--- src/rtl/imm_gen_pipe.sv ---
// RISC-V immediate generator feeding an order-preserving ready/valid output FIFO.
// Optional feature: define IMM_GEN_ZIMM_EN to decode fmt 5 as the CSR zimm.
module imm_gen_pipe #(
   parameter int XLEN  = 32,
   parameter int DEPTH = 2
) (
   input  logic            clk,
   input  logic            rst_n,
   input  logic            in_valid,
   output logic            in_ready,
   input  logic [31:0]     instr,
   input  logic [2:0]      fmt,
   output logic            out_valid,
   input  logic            out_ready,
   output logic [XLEN-1:0] imm,
   output logic            fmt_err,
   output logic [7:0]      err_cnt
);

   localparam int AW = (DEPTH > 1) ? $clog2(DEPTH) : 1;
   localparam int CW = AW + 1;
   localparam logic [CW-1:0] FULL = CW'(DEPTH);

   typedef logic [XLEN-1:0] imm_t;

   function automatic imm_t sext32(input logic signed [31:0] v);
      return XLEN'(v);
   endfunction

   function automatic logic fmt_illegal(input logic [2:0] f);
`ifdef IMM_GEN_ZIMM_EN
      return (f > 3'd5);
`else
      return (f > 3'd4);
`endif
   endfunction

   function automatic imm_t build_imm(input logic [31:0] ins, input logic [2:0] f);
      imm_t r;
      r = '0;
      case (f)
         3'd0: r = sext32(32'($signed(ins[31:20])));
         3'd1: r = sext32(32'($signed({ins[31:25], ins[11:7]})));
         3'd2: r = sext32(32'($signed({ins[31], ins[7], ins[30:25], ins[11:8], 1'b0})));
         3'd3: r = sext32({ins[31:12], 12'b0});
         3'd4: r = sext32(32'($signed({ins[31], ins[19:12], ins[20], ins[30:21], 1'b0})));
`ifdef IMM_GEN_ZIMM_EN
         3'd5: r = XLEN'(ins[19:15]);
`endif
         default: r = '0;
      endcase
      return r;
   endfunction

   function automatic logic [7:0] sat_inc(input logic [7:0] c);
      return (c == 8'hFF) ? c : c + 8'd1;
   endfunction

   logic            rdy_q, rdy_d;
   logic [AW-1:0]   wr_ptr_q, wr_ptr_d;
   logic [AW-1:0]   rd_ptr_q, rd_ptr_d;
   logic [CW-1:0]   cnt_q, cnt_d;
   logic [7:0]      err_cnt_q, err_cnt_d;
   imm_t            hold_imm_q, hold_imm_d;
   logic            hold_err_q, hold_err_d;
   imm_t            mem_imm_q [DEPTH];
   logic            mem_err_q [DEPTH];
   logic            push, pop;
   imm_t            new_imm;
   logic            new_err;

   assign new_imm   = build_imm(instr, fmt);
   assign new_err   = fmt_illegal(fmt);
   // rdy_q keeps in_ready low until the first edge after reset release
   assign in_ready  = rdy_q & (cnt_q != FULL);
   assign out_valid = (cnt_q != '0);
   assign push      = in_valid & in_ready;
   assign pop       = out_valid & out_ready;

   // With the FIFO empty the last popped head is replayed, so imm holds its value
   assign imm       = out_valid ? mem_imm_q[rd_ptr_q] : hold_imm_q;
   assign fmt_err   = out_valid ? mem_err_q[rd_ptr_q] : hold_err_q;
   assign err_cnt   = err_cnt_q;

   always_comb begin
      rdy_d      = 1'b1;
      wr_ptr_d   = wr_ptr_q;
      rd_ptr_d   = rd_ptr_q;
      cnt_d      = cnt_q;
      err_cnt_d  = err_cnt_q;
      hold_imm_d = hold_imm_q;
      hold_err_d = hold_err_q;
      if (push) begin
         wr_ptr_d = wr_ptr_q + AW'(1);
         if (new_err) err_cnt_d = sat_inc(err_cnt_q);
      end
      if (pop) begin
         rd_ptr_d   = rd_ptr_q + AW'(1);
         hold_imm_d = mem_imm_q[rd_ptr_q];
         hold_err_d = mem_err_q[rd_ptr_q];
      end
      case ({push, pop})
         2'b10:   cnt_d = cnt_q + CW'(1);
         2'b01:   cnt_d = cnt_q - CW'(1);
         default: cnt_d = cnt_q;
      endcase
   end

   always_ff @(posedge clk or negedge rst_n) begin
      if (!rst_n) begin
         rdy_q      <= 1'b0;
         wr_ptr_q   <= '0;
         rd_ptr_q   <= '0;
         cnt_q      <= '0;
         err_cnt_q  <= '0;
         hold_imm_q <= '0;
         hold_err_q <= 1'b0;
      end else begin
         rdy_q      <= rdy_d;
         wr_ptr_q   <= wr_ptr_d;
         rd_ptr_q   <= rd_ptr_d;
         cnt_q      <= cnt_d;
         err_cnt_q  <= err_cnt_d;
         hold_imm_q <= hold_imm_d;
         hold_err_q <= hold_err_d;
      end
   end

   // Storage needs no reset: entries are only visible while counted valid
   always_ff @(posedge clk) begin
      if (push) begin
         mem_imm_q[wr_ptr_q] <= new_imm;
         mem_err_q[wr_ptr_q] <= new_err;
      end
   end

endmodule

--- config.mk ---
export PLATFORM = sky130hd
export DESIGN_NAME = imm_gen_pipe
export DESIGN_NICKNAME = d
export VERILOG_FILES = /design/src/rtl/imm_gen_pipe.sv
export SDC_FILE = /design/constraint.sdc
export NUM_CORES = 1
export LEC_CHECK = 0
export BUFFER_PORTS_ARGS = -buffer_cell sky130_fd_sc_hd__buf_2
export CAP_MARGIN = 20
export CELL_PAD_IN_SITES_DETAIL_PLACEMENT = 0
export CELL_PAD_IN_SITES_GLOBAL_PLACEMENT = 2
export CORE_ASPECT_RATIO = 1.75
export CORE_MARGIN = 2
export CORE_UTILIZATION = 35
export DETAILED_ROUTE_END_ITERATION = 10
export PLACE_DENSITY = 0.74
export SLEW_MARGIN = 0
export SYNTH_ARGS = -nofsm -noshare
export SYNTH_HDL_FRONTEND = slang
export SYNTH_SLANG_ARGS = --single-unit
--- constraint.sdc ---
create_clock -name clk -period 5.4 [get_ports clk]
set_clock_uncertainty 0.15 [all_clocks]
set_input_delay 0 -clock clk [delete_from_list [all_inputs] [get_ports clk]]
set_output_delay 0 -clock clk [all_outputs]
set_load 0.02 [all_outputs]
# Word-level counts from Yosys, hierarchy flattened
# Memories as Yosys holds them, arrays and structs flattened.
# Cells that the tools add are included.
[op_classes]
order_cmp = 1
n_reduce_logical = 4
n_eq_ne = 8
bitwise = 4
muxes = 6
add_sub_neg = 5
[op_table]
columns = ["cell", "n"]
rows = [
  ["one-hot mux 32 bit (5 select lines)", 1],
  ["2-to-1 mux 32 bit", 1],
  ["adder 8 x 1 -> 8 bit (second input constant)", 1],
  ["== test 8 bit (second input constant)", 1],
  ["== test 3 x 2 -> 1 bit (second input constant)", 2],
  ["one-hot mux 2 bit (2 select lines)", 1],
  ["nonzero test 2 bit", 2],
  ["AND 1 bit", 3],
  ["== test 3 x 1 -> 1 bit (second input constant)", 1],
  ["== test 3 bit (second input constant)", 1],
  ["> comparator 3 bit (second input constant)", 1],
  ["logical NOT 3 bit", 1],
  ["2-to-1 mux 1 bit", 3],
  ["AND reduction 3 bit", 1],
  ["adder 1 bit (second input constant)", 2],
  ["adder 2 x 1 -> 2 bit (second input constant)", 1],
  ["== test 2 x 1 -> 1 bit (second input constant)", 1],
  ["== test 2 bit (second input constant)", 1],
  ["!= test 2 bit (second input constant)", 1],
  ["subtractor 2 x 1 -> 2 bit (second input constant)", 1],
  ["NOT 1 bit", 1],
]
[word_totals]
out_inout_bits = 43
mem_count = 2
input_bits = 39
wordCells = 37
mem_bits_rw = 66
reg_bits = 46
[mem_list]
columns = ["memory", "words", "word_bits", "read_ports", "rd_ports_with_merged_regs", "write_ports", "line", "source"]
rows = [
  ["mem_imm_q", 2, 32, 1, 0, 1, "66", "imm_t mem_imm_q [DEPTH];"],
  ["mem_err_q", 2, 1, 1, 0, 1, "67", "logic mem_err_q [DEPTH];"],
]

# Depth between registers and ports, before layout
[logic_depth]
depth_word = 5
depth_mapped = 10

# Least setup slack after synthesis
# OpenSTA, ideal clock, no wires.
[synth_timing]
path_kind = "reg-to-reg"
startpoint = "reg cnt_q[0]"
endpoint = "mem mem_err_q[0], enable pin"
path_stages_with_launch = 5
slack_ps = 2446
t_arrival_ps = 2381
path_cell_list = "dfrtp_1 -> nand2b_1 -> and2_1 -> nand2_1 -> nor2_1"
[synth_between]
elab_chain_len = 5
[synth_rtl]
columns = ["item", "line", "source"]
rows = [
  ["start, declared", "62", "logic [CW-1:0] cnt_q, cnt_d;"],
  ["start signal, assigned", "122", "cnt_q <= cnt_d;"],
  ["!= test 2 bit", "75", "assign in_ready = rdy_q & (cnt_q != FULL);"],
  ["AND 1 bit", "75", ""],
  ["net in_ready", "10", "output logic in_ready,"],
  ["AND 1 bit", "77", "assign push = in_valid & in_ready;"],
  ["2-to-1 mux 1 bit", "131", "if (push) begin"],
  ["2-to-1 mux 1 bit (implied by the code)", "133", "mem_err_q[wr_ptr_q] <= new_err;"],
  ["end, declared", "67", ""],
]
# The timed path passes the listed nets, and every way through them passes these cells.

# Worst setup path after layout
[layout_timing]
startpoint = "reg cnt_q[0]"
endpoint = "mem mem_imm_q[0][16] in the netlist's numbering, enable pin"
[layout_between]
elab_chain_len = 5
[layout_rtl]
columns = ["item", "line", "source"]
rows = [
  ["!= test 2 bit", "75", ""],
  ["AND 1 bit", "75", ""],
  ["AND 1 bit", "77", ""],
  ["2-to-1 mux 1 bit", "131", ""],
  ["2-to-1 mux 1 bit (implied by the code)", "132", "mem_imm_q[wr_ptr_q] <= new_imm;"],
  ["end, declared", "66", ""],
]
# Every way passes these cells.

==> results.yml <==
global_routing:
  antenna_found_initial: 0
  grt_pass1_wl_mm: 17.5
  met3_usage_pct: 3.53
  grt_pass1_vias: 3348
  grt-busiest-layer: "met2"
  grt_max_degree: 69
  met2_usage_pct: 28.4
  grt_overflow: 0
  met1_usage_pct: 16.9
  grtUsageTotal_pct: 15.3
synthesis:
  synth-compound-area-share_pct: 12.2
  synth_xor_area_share_pct: 1.40
  syn_nets: 467
  synth_cell_types: 37
  synth_top_family_by_area: "compound AO/OA/AOI/OAI gates"
  synth.cell_area_um2: 5000
  synthAdderAreaFrac_pct: 0.700
  yosys.area_share.simple_pct: 10.6
  ys_seq_area_share_pct: 62.6
  syn_avg_cell_area_um2: 11.7
  synthMuxAreaShare_pct: 8.73
  syn_inst: 426
  ys_ff_latch: 112
  yosys_warnings: 0
final_layout:
  final_common_cell: "buf_2"
  nets: 551
  diodes: 0
  final_cell_mix: "74 x buf_2, 66 x edfxtp_1, 50 x a21oi_1"
  final_util_pct: 43.2
  ff_latch_area_um2: 3130
  area_delta_synth_final_pct: 20.2
  drive_above_1_share_pct: 21.0
  final_cells: 692
  multiInputGateArea_um2: 1690
  fill_cells: 1356
power:
  sequentialPowerShare_pct: 41.9
  p_clk_share_pct: 19.4
  netSwitchingPower_mw: 1.24
  cellPowerDensity_nw_per_um2: 522
  comb_power_share_pct: 38.6
  ir_drop_mv: 0.219
  p_int_mw: 1.90
  p_sw_share_pct: 39.6
  p_leak_nw: 2.53
place:
  place_inst: 651
  port_buffers: 74
  dp_slack_ns: 2.82
  globalplace.congestion: 0.693
  hpwl_mm: 7.55
setup_path:
  cp.required_ns: 5.28
  cp.arrival_ns: 2.37
  cp-end-kind: "register"
  cp_max_fo: 17
  critPathLaunchType: "register"
  path_class: "reg2reg"
clock_network:
  cts_made_buffers: 9
  cts.sinks: 112
  cts.path.max_buffers: 2
  cts_resized: 0
  h-tree-depth: 3
  cts_setup_buffers: 0
  cts_tree: "done"
  cts_root_buf: "clkbuf_16"
  clkLatencyLatePin_ns: 0.35
  path_clk_slew_ns: 0.07
route:
  vias_per_cell: 4.85
  totalWireLength_mm: 11.0
  drt-wirelength-per-cell_um: 15.9
  first_pass_iters: 4
  ant_nets: 0
  first_iter_violations: 152
  vias: 3357
  drc_errors: 0
sta:
  fin_crit_ns: 2.49
  final-setup-viol-count: 0
  max_freq_mhz: 402
  maxSlewHeadroom_pct: 30.4
  finalHoldViolCount: 0
  rsz0062_at_grt: "no"
  drv_slew: 0
  tightest_slew_ns: 1.04
  fin_crit_sh_pct: 46.1
  finalSetupTns_ns: 0
  fin_ws_ns: 2.91
run_status:
  run_status: "finished, final reports clean"
floorplanning:
  start_util_pct: 36.0
  dieArea_um2: 15300
  core.rowCount: 57
  die_width_um: 94.4
  core-area_um2: 13900
  io_pins: 82
  die_h_um: 162
hold_path:
  hold_class: "in2reg"
flow_run:
  drv_cap: 0
[synthesized netlist by cell type]
master	number	area (um2)
edfxtp_1	66	1980
a21oi_1	50	250
dfrtp_1	46	1150
nor2_1	43	161
nand2_1	39	146
mux2i_1	38	380
o21ai_0	34	170
buf_2	15	75.1
a21o_1	11	82.6
clkbuf_1	9	33.8
inv_1	8	30.0
nor2b_1	8	50.1
o22ai_1	8	50.1
o32ai_1	5	43.8
xnor2_1	5	43.8
buf_4	4	30.0
mux2_2	4	45.0
and2b_1	3	22.5
nand2b_1	3	18.8
nand3_1	3	15.0
nor3_1	3	15.0
xor2_1	3	26.3
and2_1	2	12.5
ha_1	2	25.0
nand4_1	2	12.5
and3_1	1	6.26
buf_1	1	3.75
buf_6	1	11.3
conb_1	1	3.75
maj3_1	1	10.0
mux2_1	1	11.3
nand4_4	1	21.3
nor2b_2	1	8.76
nor3_2	1	10.0
nor4_4	1	21.3
o21a_4	1	15.0
or2_1	1	6.26
[what timing repair did]
action                                  4_1_cts  5_1_grt
hold buffers                                 24        0
hold endpoints to repair                    105        0
endpoints found under the setup margin        0        0
[registers in the layout, indices dropped and copies added, names as in the netlist]
| signal | count |
|---|---|
| rdy_q | 1 |
| err_cnt | 8 |
| rd_ptr_q | 1 |
| mem_imm_q | 64 |
| hold_imm_q | 32 |
| wr_ptr_q | 1 |
| mem_err_q | 2 |
| cnt_q | 2 |
| hold_err_q | 1 |
[power by group through the flow]
stage | registers (mW) | clock network [mW] | logic [mW]
after global routing | 1.35 | 0.666 | 1.34
after CTS | 1.32 | 0.632 | 1.23
final | 1.32 | 0.609 | 1.21
after detailed placement | 1.34 | 0 | 1.21
after global placement | 1.33 | 0 | 1.20
after floorplan | 1.27 | 0 | 0.895
[kinds of logic after synthesis]
family | after synthesis
other | 1
AOI/OAI and AO/OA | 109
and+or+nand+nor | 112
muxes | 43
DFF | 112
buffers and inverters | 38
adders and majority gates | 3
xor gates and xnor gates | 8
[worst paths after layout]
kind | to | slack (ns) | startpoint | cells past startpoint
min reg2reg | hold_imm_q[9] | 0.33 | hold_imm_q[9] | 2
min | hold_imm_q[16] | 0.01 | out_ready | 4
min in group asynchronous | err_cnt[3] | 0.16 | rst_n | 3
max | mem_imm_q[0][16] | 2.91 | cnt_q[0] | 5
max reg2reg | mem_imm_q[0][16] | 2.91 | cnt_q[0] | 5
max in group asynchronous | rd_ptr_q | 4.45 | rst_n | 3
[layer usage]
layer / vias to the layer above / routed length (um)
met2: 72 / 6120
met1: 1598 / 4300
met4: 0 / 160
met5: - / 0
li1: 1677 / -
met3: 10 / 432
[worst max-delay path, stage by stage (launching register included)]
cell and delay, ns:
dfrtp_1 0.41, nand2b_1 0.19, and2_1 0.18, nand2_1 0.12
nor2_2 0.71, buf_4 0.40
[through the flow]
stage / power (mW) / cell area (um2) / hold WS [ns]
finish: 3.14 / 6010 / 0.0121
global route: 3.36 / 6010 / 0.0183
global placement: 2.53 / 5480 / 0.0237
floorplan: 2.16 / 5000 / -0.446
CTS: 3.18 / 5990 / 0.00116
detailed placement: 2.55 / 5480 / 0.0296
[layout make-up]
type,instances,share of cell area [%]
Tap cell,177,3.68
Timing Repair Buffer,103,11.0
Sequential cell,112,52.1
Clock buffer,9,3.75
Clock inverter,7,0.812
Multi-Input combinational cell,276,28.1
Inverter,8,0.500
(Power assumes the default switching activity.)
